`src/rtl/lt24_frame_sequencer.sv`:
```
// -----------------------------------------------------------------------------
// lt24_frame_sequencer
//
// Purpose:
//   Walks one full-screen raster (x fastest, then y) for the LT24Display pixel
//   interface. For each pixel the sequencer:
//   - issues the image-ROM read address, including window offset and
//     horizontal pixel doubling;
//   - waits out the one-cycle synchronous ROM latency;
//   - presents the colour with pixelWrite until the display takes it with
//     pixelReady.
//   Pixels outside the image window get BACK_COLOR.
//   A scan is started by start, can chain frames through continuous, and can
//   be cut short by abort.
//
// Ports:
//   clock       in   system clock
//   reset       in   synchronous, active-high; clears all state and outputs
//   start       in   begin a frame when idle (ignored while busy)
//   continuous  in   sampled at frame end; 1 = restart the scan immediately
//   abort       in   return to idle at once, no frameDone
//   busy        out  high while a scan is in progress
//   frameDone   out  one-cycle pulse after the last pixel is accepted
//   frameCount  out  completed frames, wraps 255->0
//   romAddr     out  image ROM address
//   romData     in   ROM q, valid one cycle after romAddr
//   xAddr       out  pixel column of the current write
//   yAddr       out  pixel row of the current write
//   pixelData   out  pixel colour of the current write
//   pixelWrite  out  pixel valid towards the display
//   pixelReady  in   display accepts the pixel this cycle when pixelWrite=1
// -----------------------------------------------------------------------------
module lt24_frame_sequencer #(
  parameter int          WIDTH      = 240,
  parameter int          HEIGHT     = 320,
  parameter int          WIN_X      = 60,
  parameter int          WIN_Y      = 0,
  parameter int          WIN_W      = 120,
  parameter int          WIN_H      = 320,
  parameter int          X_SHIFT    = 1,
  parameter logic [15:0] BACK_COLOR = 16'h0000
) (
  input  logic        clock,
  input  logic        reset,
  input  logic        start,
  input  logic        continuous,
  input  logic        abort,
  output logic        busy,
  output logic        frameDone,
  output logic [7:0]  frameCount,
  output logic [15:0] romAddr,
  input  logic [15:0] romData,
  output logic [7:0]  xAddr,
  output logic [8:0]  yAddr,
  output logic [15:0] pixelData,
  output logic        pixelWrite,
  input  logic        pixelReady
);

  typedef enum logic [2:0] {
    S_IDLE,
    S_FETCH,
    S_WAIT,
    S_PRESENT,
    S_DONE
  } state_t;

  localparam logic [7:0]  X_LAST    = 8'(WIDTH - 1);
  localparam logic [8:0]  Y_LAST    = 9'(HEIGHT - 1);
  localparam logic [9:0]  WX_LO     = 10'(WIN_X);
  localparam logic [9:0]  WY_LO     = 10'(WIN_Y);
  localparam logic [9:0]  WX_SPAN   = 10'(WIN_W);
  localparam logic [9:0]  WY_SPAN   = 10'(WIN_H);
  localparam logic [16:0] ROW_PITCH = 17'(WIN_W >> X_SHIFT);

  state_t     state, state_nxt;
  logic [7:0] x_cnt, x_nxt;
  logic [8:0] y_cnt, y_nxt;

  // Window membership. Coordinates are widened to 10 bits and offset by the
  // window origin; a coordinate left of/above the origin wraps to a large
  // value, so one unsigned compare per axis covers both window edges.
  function automatic logic in_window(input logic [7:0] x, input logic [8:0] y);
    logic [9:0] dx;
    logic [9:0] dy;
    dx = {2'b00, x} - WX_LO;
    dy = {1'b0, y} - WY_LO;
    return (dx < WX_SPAN) && (dy < WY_SPAN);
  endfunction

  // ROM address for a display pixel: row offset times stored row length plus
  // the scaled column offset, formed at 17 bits and truncated to 16.
  function automatic logic [15:0] rom_index(input logic [7:0] x, input logic [8:0] y);
    logic [16:0] dx;
    logic [16:0] dy;
    dx = {9'd0, x} - 17'(WIN_X);
    dy = {8'd0, y} - 17'(WIN_Y);
    if (!in_window(x, y)) begin
      return 16'h0000;
    end
    return 16'(dy * ROW_PITCH + (dx >> X_SHIFT));
  endfunction

  // Next-state and counter-advance logic; abort overrides every state.
  always_comb begin
    state_nxt = state;
    x_nxt     = x_cnt;
    y_nxt     = y_cnt;
    if (abort) begin
      state_nxt = S_IDLE;
    end else begin
      case (state)
        S_IDLE: begin
          if (start) begin
            state_nxt = S_FETCH;
            x_nxt     = 8'd0;
            y_nxt     = 9'd0;
          end
        end
        S_FETCH:   state_nxt = S_WAIT;
        S_WAIT:    state_nxt = S_PRESENT;
        S_PRESENT: begin
          if (pixelReady) begin
            if (x_cnt < X_LAST) begin
              x_nxt     = x_cnt + 8'd1;
              state_nxt = S_FETCH;
            end else if (y_cnt < Y_LAST) begin
              x_nxt     = 8'd0;
              y_nxt     = y_cnt + 9'd1;
              state_nxt = S_FETCH;
            end else begin
              state_nxt = S_DONE;
            end
          end
        end
        S_DONE: begin
          if (continuous) begin
            state_nxt = S_FETCH;
            x_nxt     = 8'd0;
            y_nxt     = 9'd0;
          end else begin
            state_nxt = S_IDLE;
          end
        end
        default:   state_nxt = S_IDLE;
      endcase
    end
  end

  // State, counters and registered outputs.
  always_ff @(posedge clock) begin
    if (reset) begin
      state      <= S_IDLE;
      x_cnt      <= 8'd0;
      y_cnt      <= 9'd0;
      busy       <= 1'b0;
      frameDone  <= 1'b0;
      frameCount <= 8'd0;
      romAddr    <= 16'h0000;
      xAddr      <= 8'd0;
      yAddr      <= 9'd0;
      pixelData  <= 16'h0000;
      pixelWrite <= 1'b0;
    end else begin
      state      <= state_nxt;
      x_cnt      <= x_nxt;
      y_cnt      <= y_nxt;
      busy       <= (state_nxt != S_IDLE);
      pixelWrite <= (state_nxt == S_PRESENT);
      frameDone  <= (state_nxt == S_DONE);
      if (state_nxt == S_DONE) begin
        frameCount <= frameCount + 8'd1;
      end
      // Address goes out on entry to FETCH so the ROM samples it at the
      // FETCH->WAIT edge and its q is valid while in WAIT.
      if (state_nxt == S_FETCH) begin
        romAddr <= rom_index(x_nxt, y_nxt);
      end
      // Pixel coordinates and colour change only here, while pixelWrite=0.
      if (state == S_WAIT && state_nxt == S_PRESENT) begin
        xAddr     <= x_cnt;
        yAddr     <= y_cnt;
        pixelData <= in_window(x_cnt, y_cnt) ? romData : BACK_COLOR;
      end
    end
  end

endmodule

```
`config.mk`:
```
export PLATFORM = sky130hd
export DESIGN_NAME = lt24_frame_sequencer
export DESIGN_NICKNAME = d
export VERILOG_FILES = /design/src/rtl/lt24_frame_sequencer.sv
export SDC_FILE = /design/constraint.sdc
export NUM_CORES = 1
export LEC_CHECK = 0
export CORE_ASPECT_RATIO = 0.7
export CORE_MARGIN = 5
export CORE_UTILIZATION = 49
export DETAILED_ROUTE_END_ITERATION = 16
export PLACE_DENSITY = 0.76
export SLEW_MARGIN = 20
export SYNTH_ARGS = -nofsm -noshare
export SYNTH_HDL_FRONTEND = slang
export SYNTH_SLANG_ARGS = --single-unit
```
`constraint.sdc`:
```
create_clock -name clock -period 9.55 [get_ports clock]
set_input_delay 1.91 -clock clock [delete_from_list [all_inputs] [get_ports clock]]
set_output_delay 1.91 -clock clock [all_outputs]
set_load 0.1 [all_outputs]
```
# After elaboration in Yosys (flattened, before gate mapping)

Index checks and enable logic that the tools add are counted.

Bits in registers: 80
Output and inout bits: 60
Bits in read-only memories: 0
Latch bits: 0
Memories kept: 0
Memory bits (writable): 0
Logic and storage cells: 64

Reductions and logical operators: 5
Magnitude comparators: 6
Mux-type cells: 27
Eq/ne operators: 7
Shifts and indexed selects: 0
Multipliers: 1
Add/sub/neg operators: 7
Div/mod/pow operators: 0
Bitwise operators: 0

Operator list:

| cell                 | count |
|---|---|
| $mux 9               | 6 |
| $mux 16              | 3 |
| $mux 8               | 6 |
| $lt 9x9->1 const B   | 3 |
| $pmux 9 s3           | 1 |
| $sub 8x6->9 const B  | 3 |
| $pmux 8 s3           | 1 |
| $lt 10x7->1 const B  | 2 |
| $add 15x16->16       | 1 |
| $add 8x1->8 const B  | 2 |
| $mux 3               | 5 |
| $pmux 3 s5           | 1 |
| $mul 9x4->13 const B | 1 |
| $add 9x1->9 const B  | 1 |
| $eq 3x2->1 const B   | 3 |
| $lt 8x8->1 const B   | 1 |
| $eq 3x1->1 const B   | 2 |
| $eq 3x3->1 const B   | 2 |
| $mux 1               | 4 |
| $logic_and 1x1->1    | 3 |
| $logic_not 3->1      | 1 |
| $reduce_bool 3->1    | 1 |

# Depth between registers and ports, before layout

Gate-level depths: netlist (run 1).

Depth in word-level cells: 13
Gate-level depth with buffers: 27
Depth with buffers taken out: 27

# Least setup slack after synthesis (run 1)

No wires, ideal clock.

Path type: input to register
Start point: in continuous
End point: reg romAddr[15]
Required time: 9.428 ns
Data arrival time: 6.616 ns
Cell stages on the path: 23
Path buffers: 0
Setup slack: 2.812 ns
Library setup time: 0.122 ns
Cell sequence: and4bb_2 > nor3_1 > nor2_4 > o21ai_1 > a32o_1 > inv_1 > fa_1 > inv_1 > fa_1 > ha_1 > a21o_1 > a21oi_1 > o21ai_0 > a21oi_1 > o21ai_0 > a21oi_1 > xnor2_1 > ha_1 > and3_1 > a2111oi_0 > o21bai_1 > a211oi_1 > o21ai_2

Elaborated cells between the ends (all ways): 21
Those cells by class: add/sub: 3; mul: 1; order compare: 2; eq/ne: 1; mux: 13; reduce/logical: 1

RTL lines:

| what                                                                   | line | source |
|---|---|---|
| start, declared                                                        | 46   | `input logic continuous,` |
| $mux 9 *                                                               | 137  | `if (continuous) begin` |
| $pmux 9 s3 *                                                           | 112  | `case (state)` |
| $mux 9 *                                                               | 109  | `if (abort) begin` |
| named net y_nxt[1]                                                     | 78   | `logic [8:0] y_cnt, y_nxt;` |
| parallel branches: the longest is 5 deep, another holds $add 15x16->16 | --   |  |
| $mux 16 *                                                              | 101  | `return 16'(dy * ROW_PITCH + (dx >> X_SHIFT));` |
| end signal, assigned                                                   | 177  | `romAddr <= rom_index(x_nxt, y_nxt);` |
| end, declared                                                          | 51   | `output logic [15:0] romAddr,` |

Mark *: on every way through the listed nets, which the timed path passes. The select of a mux whose other input is x is not followed.
A chain may end at the register's enable or synchronous reset.

# Worst setup path in the final report (run 1)

Start point: in abort
End point: reg romAddr[15]

Elaborated cells between the ends (all ways): 15
Those cells by class: add/sub: 3; mul: 1; order compare: 2; eq/ne: 1; mux: 7; reduce/logical: 1

RTL lines:

| what                                                                   | line | source |
|---|---|---|
| start, declared                                                        | 47   | `input logic abort,` |
| $mux 9 *                                                               | 109  |  |
| named net y_nxt[1]                                                     | 78   |  |
| parallel branches: the longest is 5 deep, another holds $add 15x16->16 | --   |  |
| $mux 16 *                                                              | 101  |  |

Marks and branches as above.

==> impl_metrics.toml, run 1 <==
[timing]
setup_viol = 0
finalHoldWorstSlack_ps = 455.0
tightest_slew_ps = 1084
min_period_ps = 7797
finalCritPeriodShare_pct = 81.64
fin_tns_setup_ps = 0
relSlewSlack_pct = 27.57
grt_setup_unrepaired = "no"
maxSlewViolCount = 0
hold_viol_final = 0
skew_ps = 9.560
max_freq_mhz = 128.3

[pwr]
p_leak_uw = 0.002525
vdd_drop_max_v = 0.00009459
cellPowerDensity_mw_per_mm2 = 115.5

[clocking]
cts_tree = "yes"
clock_sinks = 80
cts_hold_buffers = 0
worstSkewPairLatency_ps = 350
cts_root_buffer = "clkbuf_16"
path_clk_slew_ps = 70
cts_buffers = 9
post_cts_buffers = 0
cts_buffer_depth = 2
cts_htree_levels = 3
cts_resized = 0

[layout]
drive_gt1_share_pct = 7.657
design_area_mm2 = 0.006065
instances_no_fill = 781
nets = 720
areaGrowthSynthToFinish_pct = 22.62
finish.utilization_pct = 62.14
diodes = 0

[worst_setup_path]
path_cells = "clkdlybuf4s50_1, nand4bb_1, o21ai_1, a32o_1, inv_1, fa_1, inv_1, fa_1, ha_1, a21o_1, a21oi_1, o21ai_0, a21oi_1, o21ai_0, a21oi_1, xnor2_1, ha_1, and3_1, a2111oi_0, o21bai_1, a211oi_1, o21ai_2"
crit_path_max_incr_delay_ps = 660
critPathSlowestCell = "clkdlybuf4s50_1"
startpoint_type = "input port"
critPathMaxFanout = 12
endpoint_kind = "register"
crit_type = "in2reg"
worst_path_most_repeated_cell = "a21oi_1"
cp.arrival_ps = 8030
required_ps = 9790

[die]
pin_count = 82
die_height_um = 94.06
fp.coreArea_mm2 = 0.009759
dieArea_mm2 = 0.01223
row_count = 30
die_x_um = 130.1
initial_core_util_pct = 50.68

[yosys]
yosys-top-cells-area = "dfxtp_1 (32%), ha_1 (9.1%), nand2_1 (6.0%)"
yosysMostFrequentCell = "dfxtp_1"
syn_inst = 581
ys.flop_type = "dfxtp_1"
syn_avg_cell_area_um2 = 8.513
synth_edf_count = 0
ys_types = 69
synth_common_cells = "dfxtp_1 (80), nand2_1 (79), nor2_1 (57)"
ys_seq_area_share_pct = 32.38
ys_ff_latch = 80
synth_top_area_share_pct = 32.38
synth.net_count = 653
ys_warn_count = 0
syn_area_mm2 = 0.004946
synth-async-reset-ratio_pct = 0
synth_area_leader_cell = "dfxtp_1"

[detailed_routing]
vias = 4351
via_per_inst = 5.571
antenna_left = 0
drtPass1Iterations = 5
routedWlPerCell_um = 15.81
drt_wl_total_um = 12350
drtIter0Drc = 337
drc = 0

[global_route]
grt_pass1_vias = 4109
antenna_found_initial = 0
grt_first_pass_wirelength_um = 20150
grt_max_degree = 65
grt_overflow_total = 0
grt_util_all_layers_pct = 20.41

[place]
port_buffers = 81
dp_cells = 765
globalplace.congestion = 0.8776
hpwl_um = 9231
dpl-instance-area_mm2 = 0.005778

[worst_hold_path]
hold_class = "reg2reg"

[status]
status = "completed"

[flow_run]
cap_violations = 0
[routing by layer]
| metal | vias to the layer above | global-route usage [%] | part of all wire (%) |
|---|---|---|---|
| li1 | 2161 | - | - |
| met1 | 2036 | 30.42 | 49 |
| met2 | 140 | 29.61 | 44 |
| met3 | 14 | 4.602 | 5.9 |
| met4 | 0 | 5.017 | 1.2 |
| met5 | - | 0 | 0 |
[cell families (layout without fill, tap and decap cells)]
kind of cell | after synthesis | in the layout | synth area share (%)
AOI/OAI and AO/OA | 144 | 144 | 19.48
xor gates and xnor gates | 32 | 32 | 5.667
adders and majority gates | 50 | 50 | 14.77
buffers and inverters | 62 | 134 | 5.843
DFF | 80 | 80 | 32.38
muxes | 2 | 2 | 0.4048
and+or+nand+nor | 211 | 211 | 21.45
[cells in the final DEF, fill, tap and decap left out, drive strengths merged, types with 3 or more instances in the layout]
master,netlist,final
or4,3,3
xnor2,15,15
clkdlybuf4s50,0,80
nor2b,8,8
xor2,17,17
o21ai,33,33
dfxtp,80,80
nand4b,3,3
clkbuf,18,9
a211oi,3,3
inv,34,39
nor3b,3,3
nand3,9,9
o21a,5,5
ha,36,36
a21oi,44,44
nand2,79,79
fa,14,14
nand4,6,6
a21o,7,7
nor2,58,58
a22oi,18,18
a21boi,3,3
and3,11,11
buf,10,4
nand2b,3,3
a22o,3,3
nor4,3,3
nor3,13,13
a31oi,6,6
[worst max-delay path, delay by kind of cell]
family,cells,cell delay (ps)
fa+ha+maj,4,1540
simple gates,2,760
compound gates,12,2810
xor+xnor,1,150
buf+inv,3,840
[sequential cells by signal, indices dropped and copies added (netlist names)]
register    cells
yAddr           9
pixelWrite      1
x_cnt           8
state           3
xAddr           8
pixelData      16
frameCount      8
romAddr        16
busy            1
frameDone       1
y_cnt           9
[final cells by class]
class / count / area (µm²)
timing repair buffer: 84 / 828.3
clock buffer: 9 / 225.2
inverter: 34 / 127.6
clock inverter: 7 / 60.06
tap: 128 / 160.2
fill: 852 / 3695
multi-input combinational: 439 / 3062
sequential: 80 / 1602
[report_power, final]
group / switching (µW) / total, µW / leakage [µW] / internal (µW)
combinational: 17.6 / 29.9 / 0.00174 / 12.3
sequential: 1.28 / 335 / 0.000644 / 334
clock: 154 / 335 / 0.000143 / 182
total: 172 / 701 / 0.00253 / 528
[per-stage QoR]
step / total power (µW) / setup WS [ps]
2_1_floorplan: 359.5 / 2812
3_3_place_gp: 372.2 / 1798
3_5_place_dp: 372.4 / 1538
4_1_cts: 707.0 / 1857
5_1_grt: 721.9 / 1305
6_report: 700.5 / 1753
[worst paths after layout]
check	start	end	slack (ps)	cells after the start
max	abort	romAddr[15]	1750	22
min reg2reg	yAddr[5]	yAddr[5]	450	2
max reg2reg	x_cnt[2]	romAddr[15]	3070	25
min	yAddr[5]	yAddr[5]	450	2
(Power assumes the default switching activity.)
==> run 2, diff against run 1 <==
Settings changed: PLACE_DENSITY 0.76 to 0.79.
Clock period 9.55 ns to 6.6 ns, I/O delays scaled along.
==> run 2 against run 1 <==
  * Die area did not move
  * Via count rose by 5.7%
  * Utilization grew 4.6 points
  * Power rose by 47%
  * Sequential power grew 45%
  * First-iteration DRC count rose by 38%
  * Clock power is 47% higher
  * Worst hold slack improved by 0.54 ps
  * Final area increased by 7.5%
  * Count of clock-buffer cells in the layout is the same
  * Setup slack lost 1600 ps
==> impl_metrics.toml, run 2 (synthesized netlist as in run 1, its figures left out) <==
[detailed_routing]
drtIter0Drc = 465
vias = 4601
routedWlPerCell_um = 15.93
drc = 0
antenna_left = 0
via_per_inst = 5.543
drtPass1Iterations = 5
drt_wl_total_um = 13220

[timing]
max_freq_mhz = 155.1
skew_ps = 4.859
grt_setup_unrepaired = "yes"
setup_viol = 0
min_period_ps = 6446
tightest_slew_ps = 1005
maxSlewViolCount = 0
finalCritPeriodShare_pct = 97.66
hold_viol_final = 0
fin_tns_setup_ps = 0
relSlewSlack_pct = 32.82

[layout]
fillers = 771
diodes = 0
finish.utilization_pct = 66.78
final_cell_mix = "dfxtp_1 (80), clkdlybuf4s50_1 (80), nand2_1 (78), nor2_1 (57), buf_4 (52)"
multiInputGateArea_mm2 = 0.003137
drive_gt1_share_pct = 15.95
areaGrowthSynthToFinish_pct = 31.77
design_area_mm2 = 0.006518
nets = 769
ff_latch_area_mm2 = 0.001602
top_regs = "pixelData x16, romAddr x16"

[worst_setup_path]
required_ps = 6830
critPathMaxFanout = 4
endpoint_kind = "register"
r2r-end = "romAddr[14]"
reg2reg_from = "x_cnt[2]"
crit_buf_inv = 4
crit_type = "in2reg"
worst-r2r-setup-slack_ps = 510
cp-startpoint = "continuous"
critPathSlowestCell = "clkdlybuf4s50_1"
critPathTopFamily = "compound AO/OA/AOI/OAI gates"
worst-r2r-cell-count = 26
cp.arrival_ps = 6670
startpoint_type = "input port"
crit_path_max_incr_delay_ps = 500

[place]
globalplace.congestion = 0.9132
port_buffers = 81
dpl-instance-area_mm2 = 0.006126
hpwl_um = 9862

[global_route]
grt_pass1_vias = 4447
grt_first_pass_wirelength_um = 21580
antenna_found_initial = 0
grt_util_all_layers_pct = 21.80
grt_overflow_total = 0
grt_max_degree = 65

[clocking]
cts_buffer_depth = 2
cts_htree_levels = 3
clock_sinks = 80
cts_tree = "yes"
cts_buffers = 9
cts_root_buffer = "clkbuf_16"
worstSkewPairLatency_ps = 330
path_clk_slew_ps = 60

[worst_hold_path]
hold_depth = 2
hold_class = "reg2reg"
worstHoldStart = "xAddr[6]"
min_to = "xAddr[6]"

[die]
die_height_um = 94.06
pin_count = 82
initial_core_util_pct = 50.68
dieArea_mm2 = 0.01223
fp.coreArea_mm2 = 0.009759
row_count = 30
die_x_um = 130.1

[pwr]
cellPowerDensity_mw_per_mm2 = 157.9
vdd_drop_max_v = 0.0001739
p_leak_uw = 0.002780

[flow_run]
cap_violations = 0

[status]
status = "completed"
-- run 2: cell count changes in the layout (fill, tap and decap cells not counted), moves of 3 or more --
| cell | change |
|---|---|
| inv_6 | -3 |
| o21ai_1 | +3 |
| buf_4 | +49 |
| a21oi_1 | -3 |
| a21oi_2 | +3 |
| o21ai_0 | -4 |
-- run 2: worst max path at each step --
stage	endpoint	cells past startpoint
final	romAddr[14]	26
after global routing	romAddr[14]	26
after CTS	romAddr[14]	25
after detailed placement	romAddr[15]	26
after global placement	romAddr[15]	26
after floorplan	romAddr[15]	23
-- run 2: stage by stage --
step | setup slack [ps] | cells | hold slack, ps | total power [µW]
3_3_place_gp | -129.7 | 812 | 436.2 | 542.3
5_1_grt | -109.1 | 830 | 473.2 | 1064
4_1_cts | 22.03 | 828 | 458.7 | 1037
6_report | 154.1 | 830 | 455.5 | 1029
2_1_floorplan | 451.9 | 581 | 456.8 | 520.2
3_5_place_dp | -339.0 | 812 | 444.1 | 543.1
-- run 2: final cells by class --
class	count	share of cell area [%]
multi-input cells	439	48.13
flip-flops and latches	80	24.57
repair buffers	133	18.35
clock buffers	9	3.456
well taps	128	2.457
inverters	34	1.958
clock inverters	7	1.075
-- run 2: worst reg2reg max path: cells and delay by family, from the launching register on --
kind,cells,cell delay [ps]
and+or+nand+nor,7,1290
buffers and inverters,3,230
AOI/OAI and AO/OA,10,1870
xor gates and xnor gates,1,150
DFF,1,490
adders and majority gates,5,1970
-- run 2: per-layer routing --
metal | part of all wire (%) | track usage, % | vias up
met5 | 0 | 0 | -
met4 | 0.79 | 4.412 | 0
met3 | 5.8 | 4.773 | 11
met2 | 47 | 34.30 | 156
met1 | 46 | 30.74 | 2178
li1 | - | - | 2256
-- run 2: what timing repair did --
item	in CTS	in global routing
hold endpoints to repair	0	0
hold buffers	0	0
setup endpoints to repair	1	3
gates cloned	0	0
setup buffers	0	2
gates resized for setup	2	21
pin swaps	0	7
-- run 2: where the power goes --
group	internal (µW)	leakage, µW	switching [µW]
Combinational	21.8	0.00199	27.4
Sequential	484	0.000644	1.84
Clock	293	0.000146	202
Total	798	0.00278	231
